[config.mk]
export PLATFORM = sky130hd
export DESIGN_NAME = mac_pipe
export DESIGN_NICKNAME = d
export VERILOG_FILES = /design/src/rtl/mac_pipe.sv
export SDC_FILE = /design/constraint.sdc
export NUM_CORES = 1
export LEC_CHECK = 0
export CAP_MARGIN = 0
export CORE_MARGIN = 2
export CORE_UTILIZATION = 44
export CTS_CLUSTER_DIAMETER = 120
export DETAILED_ROUTE_END_ITERATION = 16
export PLACE_DENSITY = 0.62
export SETUP_SLACK_MARGIN = 0.15
export SLEW_MARGIN = 30
export SYNTH_ARGS = -nofsm -noshare
export SYNTH_HDL_FRONTEND = slang
export SYNTH_SLANG_ARGS = --single-unit
[constraint.sdc]
create_clock -name clk -period 4 [get_ports clk]
set_input_delay 0.4 -clock clk [delete_from_list [all_inputs] [get_ports clk]]
set_output_delay 0.4 -clock clk [all_outputs]
set_load 0.02 [all_outputs]
[src/rtl/mac_pipe.sv]
`timescale 1ns/1ps
// mac_pipe: three-stage pipelined unsigned multiply-add / multiply-accumulate.
//   result = a*b + c    (acc_en = 0)
//   result = a*b + acc  (acc_en = 1), where acc is the last emitted result.
// Valid/ready on both sides. A single pipeline enable advances every stage
// together, so a stalled sink freezes the whole pipe, bubbles included.
// Overflow either clamps to all-ones (SAT=1) or wraps (SAT=0); ovf flags it.
module mac_pipe #(
    parameter int A_W   = 4,
    parameter int B_W   = 4,
    parameter int C_W   = 8,
    parameter int OUT_W = 8,
    parameter bit SAT   = 1'b1
) (
    input  logic             clk,
    input  logic             rst,        // synchronous, active-low
    input  logic             in_valid,
    output logic             in_ready,
    input  logic [A_W-1:0]   a,
    input  logic [B_W-1:0]   b,
    input  logic [C_W-1:0]   c,
    input  logic             acc_en,
    output logic             out_valid,
    input  logic             out_ready,
    output logic [OUT_W-1:0] result,
    output logic             ovf
);

    // Full-precision product width, and a sum width one bit wider than the
    // widest addend so the addition itself can never lose a carry.
    localparam int PROD_W = A_W + B_W;
    localparam int MAX1_W = (PROD_W > C_W)   ? PROD_W : C_W;
    localparam int MAX2_W = (MAX1_W > OUT_W) ? MAX1_W : OUT_W;
    localparam int SUM_W  = MAX2_W + 1;

    // ------------------------------------------------------------------
    // Pipeline enable
    // ------------------------------------------------------------------
    // The output register is free when empty or being drained this cycle;
    // only then may anything in the pipe move.
    logic en;

    assign en       = ~out_valid | out_ready;
    assign in_ready = en;

    // ------------------------------------------------------------------
    // Stage 1: operand capture
    // ------------------------------------------------------------------
    logic             v1;
    logic [A_W-1:0]   a1;
    logic [B_W-1:0]   b1;
    logic [C_W-1:0]   c1;
    logic             acc_en1;

    // Register the incoming beat; in_valid=0 at an enabled edge loads a bubble.
    always_ff @(posedge clk) begin
        // NOTE: sequential state uses non-blocking assignments so every
        // stage samples the previous-cycle value of the stage before it.
        if (!rst) begin
            v1      <= 1'b0;
            a1      <= '0;
            b1      <= '0;
            c1      <= '0;
            acc_en1 <= 1'b0;
        end else if (en) begin
            v1      <= in_valid;
            a1      <= a;
            b1      <= b;
            c1      <= c;
            acc_en1 <= acc_en;
        end
    end

    // ------------------------------------------------------------------
    // Stage 2: multiply
    // ------------------------------------------------------------------
    logic              v2;
    logic [PROD_W-1:0] prod2;
    logic [C_W-1:0]    c2;
    logic              acc_en2;

    // Form the full-width product and carry the addend controls alongside it.
    always_ff @(posedge clk) begin
        if (!rst) begin
            v2      <= 1'b0;
            prod2   <= '0;
            c2      <= '0;
            acc_en2 <= 1'b0;
        end else if (en) begin
            v2      <= v1;
            prod2   <= PROD_W'(a1) * PROD_W'(b1);
            c2      <= c1;
            acc_en2 <= acc_en1;
        end
    end

    // ------------------------------------------------------------------
    // Stage 3: add, overflow detect, saturate/wrap
    // ------------------------------------------------------------------
    logic [OUT_W-1:0] acc;
    logic [SUM_W-1:0] sum_comb;
    logic             ovf_comb;
    logic [OUT_W-1:0] result_comb;

    // Add the selected operand at full width and decide the final value.
    always_comb begin
        // NOTE: every always_comb output gets a default first, so no path
        // through the block can leave a value unassigned and infer a latch.
        sum_comb    = '0;
        ovf_comb    = 1'b0;
        result_comb = '0;

        sum_comb    = SUM_W'(prod2) + (acc_en2 ? SUM_W'(acc) : SUM_W'(c2));
        ovf_comb    = |sum_comb[SUM_W-1:OUT_W];
        result_comb = (ovf_comb && SAT) ? {OUT_W{1'b1}} : sum_comb[OUT_W-1:0];
    end

    // Publish a result only for a real beat; bubbles clear out_valid but leave
    // result, ovf and the accumulator untouched. acc follows the emitted
    // result, so a back-to-back accumulate sees the previous beat directly.
    always_ff @(posedge clk) begin
        if (!rst) begin
            out_valid <= 1'b0;
            result    <= '0;
            ovf       <= 1'b0;
            acc       <= '0;
        end else if (en) begin
            out_valid <= v2;
            if (v2) begin
                result <= result_comb;
                ovf    <= ovf_comb;
                acc    <= result_comb;
            end
        end
    end

endmodule

# ---- Word level (Yosys, flattened, before mapping)
# Cells that the tools add are included.
dict set report word_totals {
  reg_bits 46
  out_inout_bits 11
}
dict set report op_classes {
  n_addsub 1
  n_mul 1
  muxes 2
  bitwise 2
  reduce_logical 1
}
# operator count
set ops {}
lappend ops {{8-bit 2-to-1 mux} 2}
lappend ops {{8-bit by 8-bit adder with 9-bit output} 1}
lappend ops {{4-bit by 4-bit multiplier with 8-bit output} 1}
lappend ops {{2-bit AND reduction} 1}
lappend ops {{1-bit inverter} 1}
lappend ops {{1-bit bitwise OR} 1}

# ---- Depth between registers and ports, before layout
# Gate-level depths: netlist of run 1.
dict set report depth {
  depth_word 3
  depth_mapped 11
  ltp_nobuf 11
}

# ---- Worst setup path after synthesis of run 1
# Ideal clock, no wire load.
dict set report synth_path {
  path_type {register to register}
  from {reg a1[0]}
  to {reg prod2[6]}
  setup_ps 70
  t_arrival_ps 2816
  required_ps 3930
  setup_slack_ps 1114
  path_stages_with_launch 12
  n_path_buf 0
  period_less_slack_ps 2886
  path_cell_list {dfxtp_1 > nand2_1 > fa_1 > inv_1 > fa_1 > inv_1 > fa_1 > nor2b_4 > o21a_1 > nor3_1 > or3b_1 > a21boi_1}
}
dict set report synth_between {
  elab_chain_len 1
}
# item line_no
set synth_lines {}
lappend synth_lines {{start, declared} 50} ;# logic [A_W-1:0] a1;
lappend synth_lines {{start signal, assigned} 61} ;# a1 <= '0;
lappend synth_lines {{start signal, assigned} 67} ;# a1 <= a;
lappend synth_lines {{4-bit by 4-bit multiplier with 8-bit output} 91} ;# prod2 <= PROD_W'(a1) * PROD_W'(b1);
lappend synth_lines {{end signal, assigned} 91}
lappend synth_lines {{end, declared} 78} ;# logic [PROD_W-1:0] prod2;
# Every way passes these cells.
# A chain may end at the register's enable or synchronous reset.

# ---- Final worst setup path of run 1
dict set report layout_path {
  from {reg b1[3]}
  to {reg prod2[6]}
}
dict set report layout_between {
  elab_chain_len 1
}
# item line_no
set layout_lines {}
lappend layout_lines {{start, declared} 51} ;# logic [B_W-1:0] b1;
lappend layout_lines {{start signal, assigned} 62} ;# b1 <= '0;
lappend layout_lines {{start signal, assigned} 68} ;# b1 <= b;
lappend layout_lines {{4-bit by 4-bit multiplier with 8-bit output} 91}
# Every way passes these cells.

==> impl_table.tex, run 1 <==
\begin{tabular}{lr}
\hline
Metric & Value \\
\hline
\multicolumn{2}{l}{\textbf{Run status}} \\
\quad Outcome & finished, final reports clean \\
\multicolumn{2}{l}{\textbf{Floorplan}} \\
\quad Width of the chip & 80.0 um \\
\quad Vertical die dimension & 80.0 um \\
\quad Die area & 6410 sq um \\
\quad Total I/O pin count & 32 \\
\quad \# rows & 27 \\
\quad Core Box Area & 5540 sq um \\
\quad Initial standard-cell utilization of the core & 45.9\% \\
\multicolumn{2}{l}{\textbf{Place}} \\
\quad Number of port buffers & 31 \\
\quad Worst Setup Slack post-DPL & 993 ps \\
\quad HPWL Detailed & 3.41 mm \\
\quad Routability congestion estimate & 0.821 \\
\multicolumn{2}{l}{\textbf{Clock network}} \\
\quad CTS-repair resized insts & 0 \\
\quad Clock Path Buffers & 2 \\
\quad Number of clock sinks & 46 \\
\quad Number of buffers created by CTS & 5 \\
\quad Buffers inserted by post-CTS timing repair & 0 \\
\quad Clock tree from TritonCTS & yes \\
\quad Clk\_lat worst skew & 300 ps \\
\quad CTS root buffer & clkbuf\_8 \\
\quad Number of buffers inserted by hold repair at cts & 0 \\
\quad H-tree Lvls & 2 \\
\quad Clock-pin slew of the registers on the worst-case setup and hold paths & 80 ps \\
\multicolumn{2}{l}{\textbf{GRT}} \\
\quad Maximum number of pins on one net before global-route repair & 50 \\
\quad GRT Overall Usage & 17.1\% \\
\quad Leftover overflow at the end of global routing & 0 \\
\quad Global-route wire length before repair & 8.55 mm \\
\quad Antenna violations before repair & 0 \\
\quad Vias in the first global route & 1860 \\
\multicolumn{2}{l}{\textbf{Routing}} \\
\quad Via count of the routed design & 1956 \\
\quad Number of routed nets with antenna violations & 0 \\
\quad Detailed-route vias per instance & 5.02 \\
\quad Remaining design rule violation count & 0 \\
\quad First-pass DRT Iterations & 4 \\
\quad Number of design-rule violations left by the first detailed-router iteration & 69 \\
\quad Total Routed Length & 4.82 mm \\
\quad Average wire per standard cell & 12.4 um \\
\multicolumn{2}{l}{\textbf{STA}} \\
\quad Final hold violation count & 0 \\
\quad Worst-case clock skew & 5.68 ps \\
\quad Least setup slack across all paths after layout & 988 ps \\
\quad Final slew viol count & 0 \\
\quad Final Hold Slack & 457 ps \\
\quad Pin slew with the least headroom to its limit & 428 ps \\
\quad Tcrit/Tclk final & 75.3\% \\
\quad Total negative slack & 0 ps \\
\quad Peak Freq & 0.332 GHz \\
\quad Final setup violating endpoints & 0 \\
\quad Worst rel slew slack & 71.4\% \\
\quad Min Tclk post-route & 3010 ps \\
\quad Setup repair after global routing missed its margin & false \\
\multicolumn{2}{l}{\textbf{Pwr}} \\
\quad Worst supply voltage drop on vdd & 139 uV \\
\quad Power per standard cell area & 322 nW/um\^{}2 \\
\quad Static leakage & 1.29 nW \\
\multicolumn{2}{l}{\textbf{Synthesis}} \\
\quad Register bit count reported by yosys & 46 \\
\quad Share of synthesized registers carrying an async set or reset & 0\% \\
\quad Number of enable-type register cells in the synthesized netlist & 0 \\
\quad Area of the mapped netlist & 2540 sq um \\
\quad Number of different library cells in the post-synthesis netlist & 40 \\
\quad Dominant cells by area after synthesis & dfxtp\_1 36\%, nand2\_1 11\%, ha\_1 9.8\% \\
\quad Synthesized instance count & 291 \\
\quad Number of warnings printed during yosys synthesis & 0 \\
\quad Top\_reg\_cell synth & dfxtp\_1 \\
\quad Share of the synthesized area in the top cell type & 36.2\% \\
\quad Post-Synthesis Mean Instance Area & 8.74 sq um \\
\quad Most repeated cell in the gate-level netlist after synthesis & nand2\_1 \\
\quad Cell accounting for the most synthesized area & dfxtp\_1 \\
\quad Most common library cells after synthesis & 76 x nand2\_1, 46 x dfxtp\_1, 32 x a21boi\_0, 20 x ha\_1, 13 x o21ai\_0 \\
\quad Post-Syn Nets & 337 \\
\quad Post-synthesis sequential area ratio & 36.2\% \\
\multicolumn{2}{l}{\textbf{Final layout}} \\
\quad FILL cells & 538 \\
\quad Area Overhead vs Synth & 17.9\% \\
\quad Share of cells above drive strength 1 & 8.49\% \\
\quad Net count, final & 363 \\
\quad Final core utilization & 54.1\% \\
\quad Diode insertion count for antenna repair & 0 \\
\multicolumn{2}{l}{\textbf{Worst setup path}} \\
\quad Endpoint kind of the worst setup timing path & flop \\
\quad Crit path required time & 4240 ps \\
\quad Kind of critical path & flop to flop \\
\quad Crit Path Max Fanout & 5 \\
\quad Signal arrival time at the worst endpoint & 3250 ps \\
\quad Type of element launching the critical path & flop \\
\multicolumn{2}{l}{\textbf{Min path}} \\
\quad Worst min-delay path category & flop to flop \\
\multicolumn{2}{l}{\textbf{Flow run}} \\
\quad Max-cap violations & 0 \\
\hline
\end{tabular}
## report_power, final
group	switching, W	internal, W
Combinational	0.0000572	0.0000642
Sequential	0.0000181	0.000481
Clock	0.000160	0.000186
## worst max-delay path, stage by stage (launching register included)
cell,delay [ps]
dfxtp_1,400
nand2_1,100
fa_1,530
inv_1,50
fa_1,550
inv_1,60
fa_1,470
nor2b_4,130
o21a_1,130
nor3_1,40
or3b_1,340
a21boi_1,130
## worst paths after layout
path / slack (ps) / cells past startpoint / endpoint / startpoint
min: 460 / 2 / ovf / ovf
max: 990 / 11 / prod2[6] / b1[3]
min reg2reg: 460 / 2 / ovf / ovf
max reg2reg: 990 / 11 / prod2[6] / b1[3]
## cells by family (layout without fill, tap and decap cells)
kind of cell / after synthesis / count (layout) / synth area share (%)
and+or+nand+nor: 104 / 104 / 18.4
DFF: 46 / 46 / 36.2
adders and majority gates: 25 / 25 / 13.8
muxes: 8 / 8 / 3.54
AOI/OAI and AO/OA: 76 / 76 / 21.0
xor gates and xnor gates: 7 / 7 / 2.41
buffers and inverters: 25 / 52 / 4.62
## layout by cell type (no fill, tap or decap), types with 3 or more instances in the layout
master           count
nand2_1             76
ha_1                20
nor3_1               4
dfxtp_1             46
inv_1                9
a21o_1               4
clkbuf_8             5
xor2_1               5
a31oi_1              3
a21oi_1              9
a21boi_0            32
fa_1                 5
and2_1              11
clkdlybuf4s50_1     31
mux2_2               8
buf_4                3
nor2_1               3
o21ai_0             13
## per-stage QoR
stage               instances  cell area, sq um  power (W)
floorplan                 291              2540   0.000585
global placement          382              2890   0.000631
detailed placement        382              2890   0.000632
CTS                       390              3000   0.000977
global route              390              3000    0.00102
finish                    390              3000   0.000967
## flip-flops by register name, indices dropped and copies added (netlist names)
name / cells
acc: 8
acc_en2: 1
out_valid: 1
ovf: 1
a1: 4
prod2: 8
v2: 1
b1: 4
acc_en1: 1
v1: 1
c1: 8
c2: 8
## layer usage
| layer | global-route usage [%] | part of all wire, % | vias up |
|---|---|---|---|
| met5 | 0 | 0 | - |
| met4 | 5.59 | 1.3 | 0 |
| met3 | 4.07 | 3.6 | 5 |
| met2 | 28.2 | 46 | 27 |
| met1 | 22.1 | 49 | 887 |
| li1 | - | - | 1037 |
## layout make-up
type	instances	area, sq um	share of cell area [%]
timing repair buffer	34	333	11.1
sequential	46	921	30.7
multi-input combinational	220	1510	50.3
tap	72	90.1	3.00
inverter	10	37.5	1.25
clock buffer	6	72.6	2.42
clock inverter	2	37.5	1.25
Power figures use the tool's default switching activity.
==> run 2, diff against run 1 <==
PLACE_DENSITY = 0.64   (was 0.62)
clock period = 2.51 ns   (was 4 ns; I/O delays follow)
==> run 2 against run 1 <==
Net effect:
- the flow now finishes with violations (setup timing)
- non-clock buffer count increased by 13
- setup slack got worse by 1200 ps
- die area unchanged
- final cell count increased by 3.3%
- highest routed layer unchanged
==> impl_table.tex, run 2 (synthesis gave the netlist of run 1 again) <==
\begin{tabular}{lr}
\hline
Metric & Value \\
\hline
\multicolumn{2}{l}{\textbf{Run status}} \\
\quad Outcome & finished, violations left \\
\quad Violated checks & setup timing \\
\multicolumn{2}{l}{\textbf{Worst setup path}} \\
\quad Crit Path Max Fanout & 2 (-3) \\
\quad Signal arrival time at the worst endpoint & 2970 ps (-280 ps) \\
\quad Critical path startpoint & a1[0] \\
\quad Critical Path Slowest Stage Cell & fa\_1 \\
\quad Library cell appearing most often on the critical path & fa\_1 \\
\quad Type of element launching the critical path & flop \\
\quad Crit path required time & 2750 ps (-1490 ps) \\
\quad CP delay by family, top & adder cells \\
\quad Delay of the slowest cell on the worst path & 530 ps (-20 ps) \\
\quad Bufs and invs on worst path & 2 (unchanged) \\
\quad Kind of critical path & flop to flop \\
\quad Ordered cell list for the critical path & nand2\_2, fa\_1, inv\_1, fa\_1, inv\_2, fa\_2, nor2b\_4, o21a\_1, nor3\_1, or3b\_1, a21boi\_1 \\
\quad FF-to-FF Start & a1[0] \\
\quad Endpoint kind of the worst setup timing path & flop \\
\multicolumn{2}{l}{\textbf{Clock network}} \\
\quad Clock-pin slew of the registers on the worst-case setup and hold paths & 90 ps (about the same) \\
\quad Clock tree from TritonCTS & yes \\
\quad Clk\_lat worst skew & 300 ps (about the same) \\
\quad Clock Path Buffers & 2 (unchanged) \\
\quad Number of buffers created by CTS & 5 (unchanged) \\
\quad Number of buffers inserted by hold repair at cts & 0 (unchanged) \\
\quad Number of clock sinks & 46 (unchanged) \\
\quad CTS root buffer & clkbuf\_8 \\
\quad H-tree Lvls & 2 (unchanged) \\
\multicolumn{2}{l}{\textbf{Floorplan}} \\
\quad Core Box Area & 5540 sq um (unchanged) \\
\quad Initial standard-cell utilization of the core & 45.9\% (unchanged) \\
\quad Total I/O pin count & 32 (unchanged) \\
\quad Width of the chip & 80.0 um (unchanged) \\
\quad Die area & 6410 sq um (unchanged) \\
\quad Vertical die dimension & 80.0 um (unchanged) \\
\quad \# rows & 27 (unchanged) \\
\multicolumn{2}{l}{\textbf{GRT}} \\
\quad GRT Overall Usage & 18.8\% (+1.7 points) \\
\quad Vias in the first global route & 1997 (+7.4\%) \\
\quad Global-route wire length before repair & 9.24 mm (+8.1\%) \\
\quad Leftover overflow at the end of global routing & 0 (unchanged) \\
\quad Maximum number of pins on one net before global-route repair & 40 (-20\%) \\
\quad Antenna violations before repair & 0 (unchanged) \\
\multicolumn{2}{l}{\textbf{STA}} \\
\quad Total negative slack & -395 ps (-395 ps) \\
\quad Final setup violating endpoints & 3 (+3) \\
\quad Worst rel slew slack & 69.1\% (-2.4 points) \\
\quad Final hold violation count & 0 (unchanged) \\
\quad Pin slew with the least headroom to its limit & 463 ps (+34.6 ps) \\
\quad Peak Freq & 0.366 GHz (+10\%) \\
\quad Final slew viol count & 0 (unchanged) \\
\quad Worst-case clock skew & 5.99 ps (+0.311 ps) \\
\quad Setup repair after global routing missed its margin & true \\
\quad Tcrit/Tclk final & 109\% (+34 points) \\
\quad Least setup slack across all paths after layout & -224 ps (-1210 ps) \\
\quad Min Tclk post-route & 2730 ps (-278 ps) \\
\quad Final Hold Slack & 460 ps (+3.63 ps) \\
\multicolumn{2}{l}{\textbf{Routing}} \\
\quad Via count of the routed design & 2031 (+3.8\%) \\
\quad First-pass DRT Iterations & 4 (unchanged) \\
\quad Number of routed nets with antenna violations & 0 (unchanged) \\
\quad Number of design-rule violations left by the first detailed-router iteration & 73 (+5.8\%) \\
\quad Average wire per standard cell & 12.7 um (+2.4\%) \\
\quad Detailed-route vias per instance & 5.04 (+0.48\%) \\
\quad Total Routed Length & 5.10 mm (+5.8\%) \\
\quad Remaining design rule violation count & 0 (unchanged) \\
\multicolumn{2}{l}{\textbf{Final layout}} \\
\quad Most common library cell in the layout ignoring fill and taps & nand2\_1 \\
\quad Area Overhead vs Synth & 23.4\% \\
\quad Share of cells above drive strength 1 & 16.9\% (+8.4 points) \\
\quad Net count, final & 376 (+3.6\%) \\
\quad Top library cells by usage in the layout, fill and taps aside & 73 x nand2\_1, 41 x dfxtp\_1, 31 x a21boi\_0, 31 x clkdlybuf4s50\_1, 19 x ha\_1 \\
\quad Diode insertion count for antenna repair & 0 (unchanged) \\
\multicolumn{2}{l}{\textbf{Place}} \\
\quad Routability congestion estimate & 0.872 (+6.2\%) \\
\quad HPWL Detailed & 3.85 mm (+13\%) \\
\quad Number of port buffers & 31 (unchanged) \\
\multicolumn{2}{l}{\textbf{Pwr}} \\
\quad Worst supply voltage drop on vdd & 261 uV (+88\%) \\
\quad Static leakage & 1.36 nW (+5.2\%) \\
\quad Power per standard cell area & 476 nW/um\^{}2 (+48\%) \\
\multicolumn{2}{l}{\textbf{Flow run}} \\
\quad Max-cap violations & 0 (unchanged) \\
\multicolumn{2}{l}{\textbf{Min path}} \\
\quad Worst min-delay path category & flop to flop \\
\quad Hold Path Origin & prod2[4] \\
\hline
\end{tabular}
-- run 2: worst paths after layout --
path | to | slack (ps) | cells after the start
setup / recovery | prod2[6] | -220 | 11
hold / removal | prod2[4] | 460 | 2
setup reg to reg | prod2[6] | -220 | 11
hold reg to reg | prod2[4] | 460 | 2
-- run 2: what timing repair did --
item                       in CTS  in global routing
hold endpoints to repair        0                  0
resized for setup               2                  9
setup endpoints to repair      10                 11
pin swaps                       6                  2
setup buffers                   1                  0
-- run 2: power breakdown --
group | switching [W] | internal (W) | leakage [nW] | total, W
Sequential | 0.0000237 | 0.000768 | 0.380 | 0.000791
Clock | 0.000253 | 0.000221 | 0.0472 | 0.000474
Combinational | 0.000105 | 0.000122 | 0.928 | 0.000227
-- run 2: worst register-to-register path: cells and delay by family, from the launching register on --
family / cells / cell delay (ps)
AND/OR/NAND/NOR: 4 / 580
buffers and inverters: 2 / 100
flip-flops: 1 / 340
adder cells (fa/ha/maj): 3 / 1400
AO/OA/AOI/OAI: 2 / 270
-- run 2: area by class of cell --
cell class / instances / area (sq um)
clock buffer: 6 / 82.6
timing repair buffer: 47 / 443
inverter: 10 / 37.5
clock inverter: 2 / 12.5
sequential: 46 / 927
multi-input combinational: 220 / 1550
tap: 72 / 90.1
fill: 549 / 2400
-- run 2: per-stage QoR --
step	instance area [sq um]	power, W	util, %	worst slack, ps	instances
global route	3140	0.00158	56.7	-394	403
floorplan	2560	0.000934	-	-138	291
CTS	3120	0.00152	56.3	-237	403
detailed placement	3000	0.00103	54.2	-234	394
global placement	3000	0.00102	54.2	-163	394
finish	3140	0.00149	56.7	-224	403
-- run 2: per-layer routing --
layer  vias to the layer above  GRT usage, %  wire (um)
met3                         7          4.07        141
met5                         -             0          0
li1                       1059             -          -
met2                        27          32.4       2560
met1                       938          22.9       2320
met4                         0          6.61         79
==> RTL edit 1 (settings of run 2) <==
`B_W`: 4 -> 3.
--- a/src/rtl/mac_pipe.sv
+++ b/src/rtl/mac_pipe.sv
@@ -7,7 +7,7 @@
 // Overflow either clamps to all-ones (SAT=1) or wraps (SAT=0); ovf flags it.
 module mac_pipe #(
     parameter int A_W   = 4,
-    parameter int B_W   = 4,
+    parameter int B_W   = 3,
     parameter int C_W   = 8,
     parameter int OUT_W = 8,
     parameter bit SAT   = 1'b1
Ports: changed (resized b); port bits go from 32 to 31. No check against the original RTL was run, so the function may have changed too.
==> RTL edit 1 against run 2 <==
- cell area fell by 17%
- global-route usage fell by 0.65 points
- via count decreased by 11%
- synthesized cell count decreased by 10%
- sequential cell count decreased by 2
- largest cell class unchanged
- total power decreased by 6.2%
- wire length decreased by 12%
- first-iteration DRC count increased by 21%
- die area fell by 14%
- area after synthesis shrank 14%
- largest power group unchanged
- count of clock-buffer cells in the layout up 1
- worst setup slack improved by 0.53 ns
- critical endpoint is now acc[7]
==> RTL edit 1: results (changes against run 2) <==
top cells by count, synth: 67 x nand2_1, 46 x a21oi_1, 44 x dfxtp_1, 13 x ha_1, 13 x o21ai_0
DP HPWL: 3320 um (-14%)
Placed Cells: 349 (-11%)
setup slack, reg-to-reg: 0.30 ns (+0.53 ns)
crit-path leading delay family: compound AO/OA/AOI/OAI gates
final net count: 326 (-13%)
CP Data Arrival Time: 2.39 ns (-0.58 ns)
RePlAce Congestion: 0.881 (+0.95%)
synth unique cells: 32 (-20%)
Worst Tran Pin Value: 0.393 ns (-0.0699 ns)
DR iter-0 viols: 88 (+21%)
share of post-route cells with drive strength above 1: 9.66% (-7.3 points)
largest net degree at the start of global routing: 36 (-10%)
crit-path max cell delay: 0.45 ns (-0.08 ns)
initial antenna violation count: 0 (unchanged)
routed wire length: 4510 um (-12%)
port buffer count: 30 (-3.2%)
Max FO, Critical Path: 8 (+6)
via count: 1813 (-11%)
ys async rst share: 0% (unchanged)
GRT Util Overall: 18.1% (-0.65 points)
DR WL/cell: 12.6 um (-0.32%)
largest cells by area after synthesis: dfxtp_1 40%, nand2_1 12%, a21oi_1 11%, ha_1 7.5%, mux2_2 4.1%
vias in the first global route: 1686 (-16%)
CTS Buf Count: 5 (unchanged)
skew final: 0.00470 ns (-0.00129 ns)
Avg Synthesized Cell Area: 8.36 um^2 (-4.4%)
Leak: 1.07 nW (-21%)
Worst setup SP type: register
VDD IR max: 314 uV (+20%)
r2r worst-path depth: 7 (-4)
register area share after synthesis: 40.4% (+4.2 points)
worst r2r src: acc_en2
outcome: finished, final reports clean
global-route wire length before repair: 7670 um (-17%)
fillers: 470 (-14%)
Mapped Nets: 298 (-12%)
Worst setup endpoint: acc[7]
fin. max-slew vios: 0 (unchanged)
YS warnings: 0 (unchanged)
## RTL edit 1: through the flow
stage          area, um^2  hold WS (ns)  setup slack [ns]
2_1_floorplan        2180         0.391             0.299
3_3_place_gp         2520         0.439             0.273
3_5_place_dp         2520         0.445             0.184
4_1_cts              2620         0.454             0.162
5_1_grt              2620         0.477             0.173
6_report             2620         0.450             0.301
## RTL edit 1: power breakdown
group / internal (mW) / total [mW] / switching, mW
logic: 0.0936 / 0.186 / 0.0920
clock network: 0.224 / 0.457 / 0.234
registers: 0.734 / 0.758 / 0.0247
total: 1.05 / 1.40 / 0.350
## RTL edit 1: logic make-up after synthesis
| group | after synthesis | synth area share, % |
|---|---|---|
| AND/OR/NAND/NOR | 89 | 17.8 |
| AO/OA/AOI/OAI | 75 | 19.2 |
| flip-flops | 44 | 40.4 |
| buffers and inverters | 22 | 5.05 |
| adder cells (fa/ha/maj) | 17 | 11.1 |
| multiplexers | 8 | 4.13 |
| XOR/XNOR | 6 | 2.41 |
## RTL edit 1: timing repair
item	in CTS	in global routing
setup buffers	0	0
resized for setup	0	2
hold endpoints to repair	0	0
endpoints found under the setup margin	0	9
## RTL edit 1: worst min path at each step
stage | from | end | depth (start not counted) | slack, ns
after floorplan | a[0] | a1[0] | 2 | 0.39
after global placement | c1[3] | c1[3] | 2 | 0.44
after detailed placement | c1[3] | c1[3] | 2 | 0.44
after CTS | c1[3] | c1[3] | 2 | 0.45
after global routing | c1[3] | c1[3] | 2 | 0.48
final | c1[3] | c1[3] | 2 | 0.45
## RTL edit 1: worst min-delay path, delay by kind of cell (launching register included)
kind	cells	cell delay (ns)
DFF	1	0.31
and+or+nand+nor	1	0.05
AOI/OAI and AO/OA	1	0.05
## RTL edit 1: layout make-up
class / count / area [um^2] / area share (%)
flip-flops and latches: 44 / 881 / 33.6
repair buffers: 35 / 338 / 12.9
inverters: 8 / 30.0 / 1.15
well taps: 67 / 83.8 / 3.20
multi-input cells: 195 / 1190 / 45.6
clock inverters: 1 / 7.51 / 0.286
clock buffers: 7 / 86.3 / 3.29
## RTL edit 1: metal layers
metal | GRT usage [%] | routed length (um) | share of wire [%]
met1 | 24.2 | 2130 | 47
met3 | 4.74 | 214 | 4.7
met2 | 27.5 | 2070 | 46
met5 | 0 | 0 | 0
met4 | 8.33 | 87 | 1.9
==> RTL edit 2 (settings of run 2) <==
Made on the original files. Make the reset (`rst`) asynchronous in 3 clocked blocks.
--- a/src/rtl/mac_pipe.sv
+++ b/src/rtl/mac_pipe.sv
@@ -53,7 +53,7 @@
     logic             acc_en1;
 
     // Register the incoming beat; in_valid=0 at an enabled edge loads a bubble.
-    always_ff @(posedge clk) begin
+    always_ff @(posedge clk or negedge rst) begin
         // NOTE: sequential state uses non-blocking assignments so every
         // stage samples the previous-cycle value of the stage before it.
         if (!rst) begin
@@ -80,7 +80,7 @@
     logic              acc_en2;
 
     // Form the full-width product and carry the addend controls alongside it.
-    always_ff @(posedge clk) begin
+    always_ff @(posedge clk or negedge rst) begin
         if (!rst) begin
             v2      <= 1'b0;
             prod2   <= '0;
@@ -118,7 +118,7 @@
     // Publish a result only for a real beat; bubbles clear out_valid but leave
     // result, ovf and the accumulator untouched. acc follows the emitted
     // result, so a back-to-back accumulate sees the previous beat directly.
-    always_ff @(posedge clk) begin
+    always_ff @(posedge clk or negedge rst) begin
         if (!rst) begin
             out_valid <= 1'b0;
             result    <= '0;
Behaviour: differs if rst is asserted again (counterexample within 4 cycles, from zero or initial values and one cycle with rst low); with rst held inactive, the same outputs for 4 cycles.
==> RTL edit 2 against run 2 <==
- the flow still finishes with violations (negative setup slack)
- cell area grew 5.7%
- sequential cell count stayed put
- worst hold slack got worse by 0.022 ns
- area after synthesis grew 0.79%
- wire length down 4.1%
- worst setup slack gained 0.074 ns
- critical path type unchanged
Power is not compared: it rests on default switching activity, and its combinational part moved more than twofold at a synthesized area within 25%.
==> RTL edit 2: results (changes against run 2) <==
Max FO, Critical Path: 2 (unchanged)
Cell Area, Placed: 3100 um^2 (+3.3%)
Placement Setup Slack: -0.142 ns (+0.0921 ns)
share of post-route cells with drive strength above 1: 19.4% (+2.5 points)
adder-cell share of the synthesized area: 13.7% (-0.11 points)
Synth Area in Compound Gates: 11.0% (-10 points)
fillers: 482 (-12%)
Final WS setup: -0.150 ns (+0.0744 ns)
skew final: 0.00567 ns (-0.000323 ns)
via count: 1988 (-2.1%)
r2r worst-path depth: 9 (-2)
Synth Area in XOR/XNOR: 2.05% (-0.36 points)
global-route wire length before repair: 8800 um (-4.7%)
Worst Tran Pin Value: 0.477 ns (+0.0138 ns)
outcome: finished with violations
synth unique cells: 38 (-5.0%)
GRT Util Overall: 17.4% (-1.4 points)
final net count: 371 (-1.3%)
failing checks: negative setup slack
top cells by count, synth: 102 x nand2_1, 46 x dfrtp_1, 20 x ha_1, 11 x a21oi_1, 10 x and2_1
largest cells by area after synthesis: dfrtp_1 45%, nand2_1 15%, ha_1 9.8%, fa_1 3.9%, mux2_2 3.5%
Final Setup Violations: 3 (unchanged)
Clk pin slew, worst setup/hold paths: 0.08 ns
RePlAce Congestion: 0.813 (-6.8%)
DR WL/cell: 12.3 um (-2.6%)
DP HPWL: 3650 um (-5.1%)
largest net degree at the start of global routing: 37 (-7.5%)
ys async rst share: 100% (+100 points)
Mapped Nets: 318 (-5.6%)
Main synth FF type: dfrtp_1
register area share after synthesis: 44.9% (+8.7 points)
mux share of post-synthesis cell area: 3.90% (+0.36 points)
RTL edit 2: what timing repair did:
| item | CTS | global route |
|---|---|---|
| setup endpoints to repair | 11 | 12 |
| hold buffers | 1 | 0 |
| pin swaps | 9 | 2 |
| endpoints found under the hold margin | 19 | 0 |
| setup buffers | 3 | 2 |
| gates resized for setup | 5 | 7 |
RTL edit 2: metrics by stage:
stage / TNS [ns] / instances / total power [mW]
2_1_floorplan: -0.106 / 272 / 2.64
3_3_place_gp: -0.109 / 384 / 3.26
3_5_place_dp: -0.169 / 384 / 3.30
4_1_cts: -0.372 / 395 / 3.92
5_1_grt: -0.662 / 397 / 4.38
6_report: -0.298 / 397 / 4.02
RTL edit 2: area by class of cell:
type | count | area share (%)
Clock buffer | 6 | 2.49
Inverter | 10 | 1.13
Sequential cell | 46 | 34.7
Tap cell | 72 | 2.71
Timing Repair Buffer | 56 | 15.5
Multi-Input combinational cell | 206 | 42.5
Clock inverter | 1 | 0.905
RTL edit 2: worst paths after layout:
kind,from,end,slack [ns]
max,a1[2],prod2[7],-0.15
min,rst,acc[7],0.44
max reg2reg,a1[2],prod2[7],-0.15
min reg2reg,c2[3],c2[3],0.47
max in group asynchronous,rst,a1[0],1.36
min in group clk,c2[3],c2[3],0.47
RTL edit 2: critical path: stages (launching register included):
cell      delay [ns]
dfrtp_1         0.37
nand2_2         0.07
fa_1            0.52
inv_1           0.05
fa_1            0.45
ha_1            0.28
a21o_1          0.17
a31o_2          0.21
a2111o_1        0.36
o311ai_1        0.09
RTL edit 2: power groups by stage:
| stage | clock [mW] | sequential, mW | combinational (mW) |
|---|---|---|---|
| finish | 0.554 | 1.19 | 2.27 |
| detailed placement | 0 | 1.20 | 2.10 |
| CTS | 0.577 | 1.19 | 2.16 |
| global placement | 0 | 1.19 | 2.07 |
| global route | 0.609 | 1.23 | 2.55 |
| floorplan | 0 | 1.25 | 1.40 |
RTL edit 2: metal layers:
layer	global-route usage [%]	share of wire, %	wire length [um]	vias up
li1	-	-	-	1007
met1	22.7	49	2380	943
met2	28.3	47	2280	30
met3	3.82	2.7	132	8
met4	6.44	2.1	103	0
met5	0	0	0	-
RTL edit 2: logic make-up after synthesis:
logic type	Yosys count
compound gates	36
xor+xnor	6
fa+ha+maj	25
buf+inv	20
flops	46
mux	9
simple gates	130
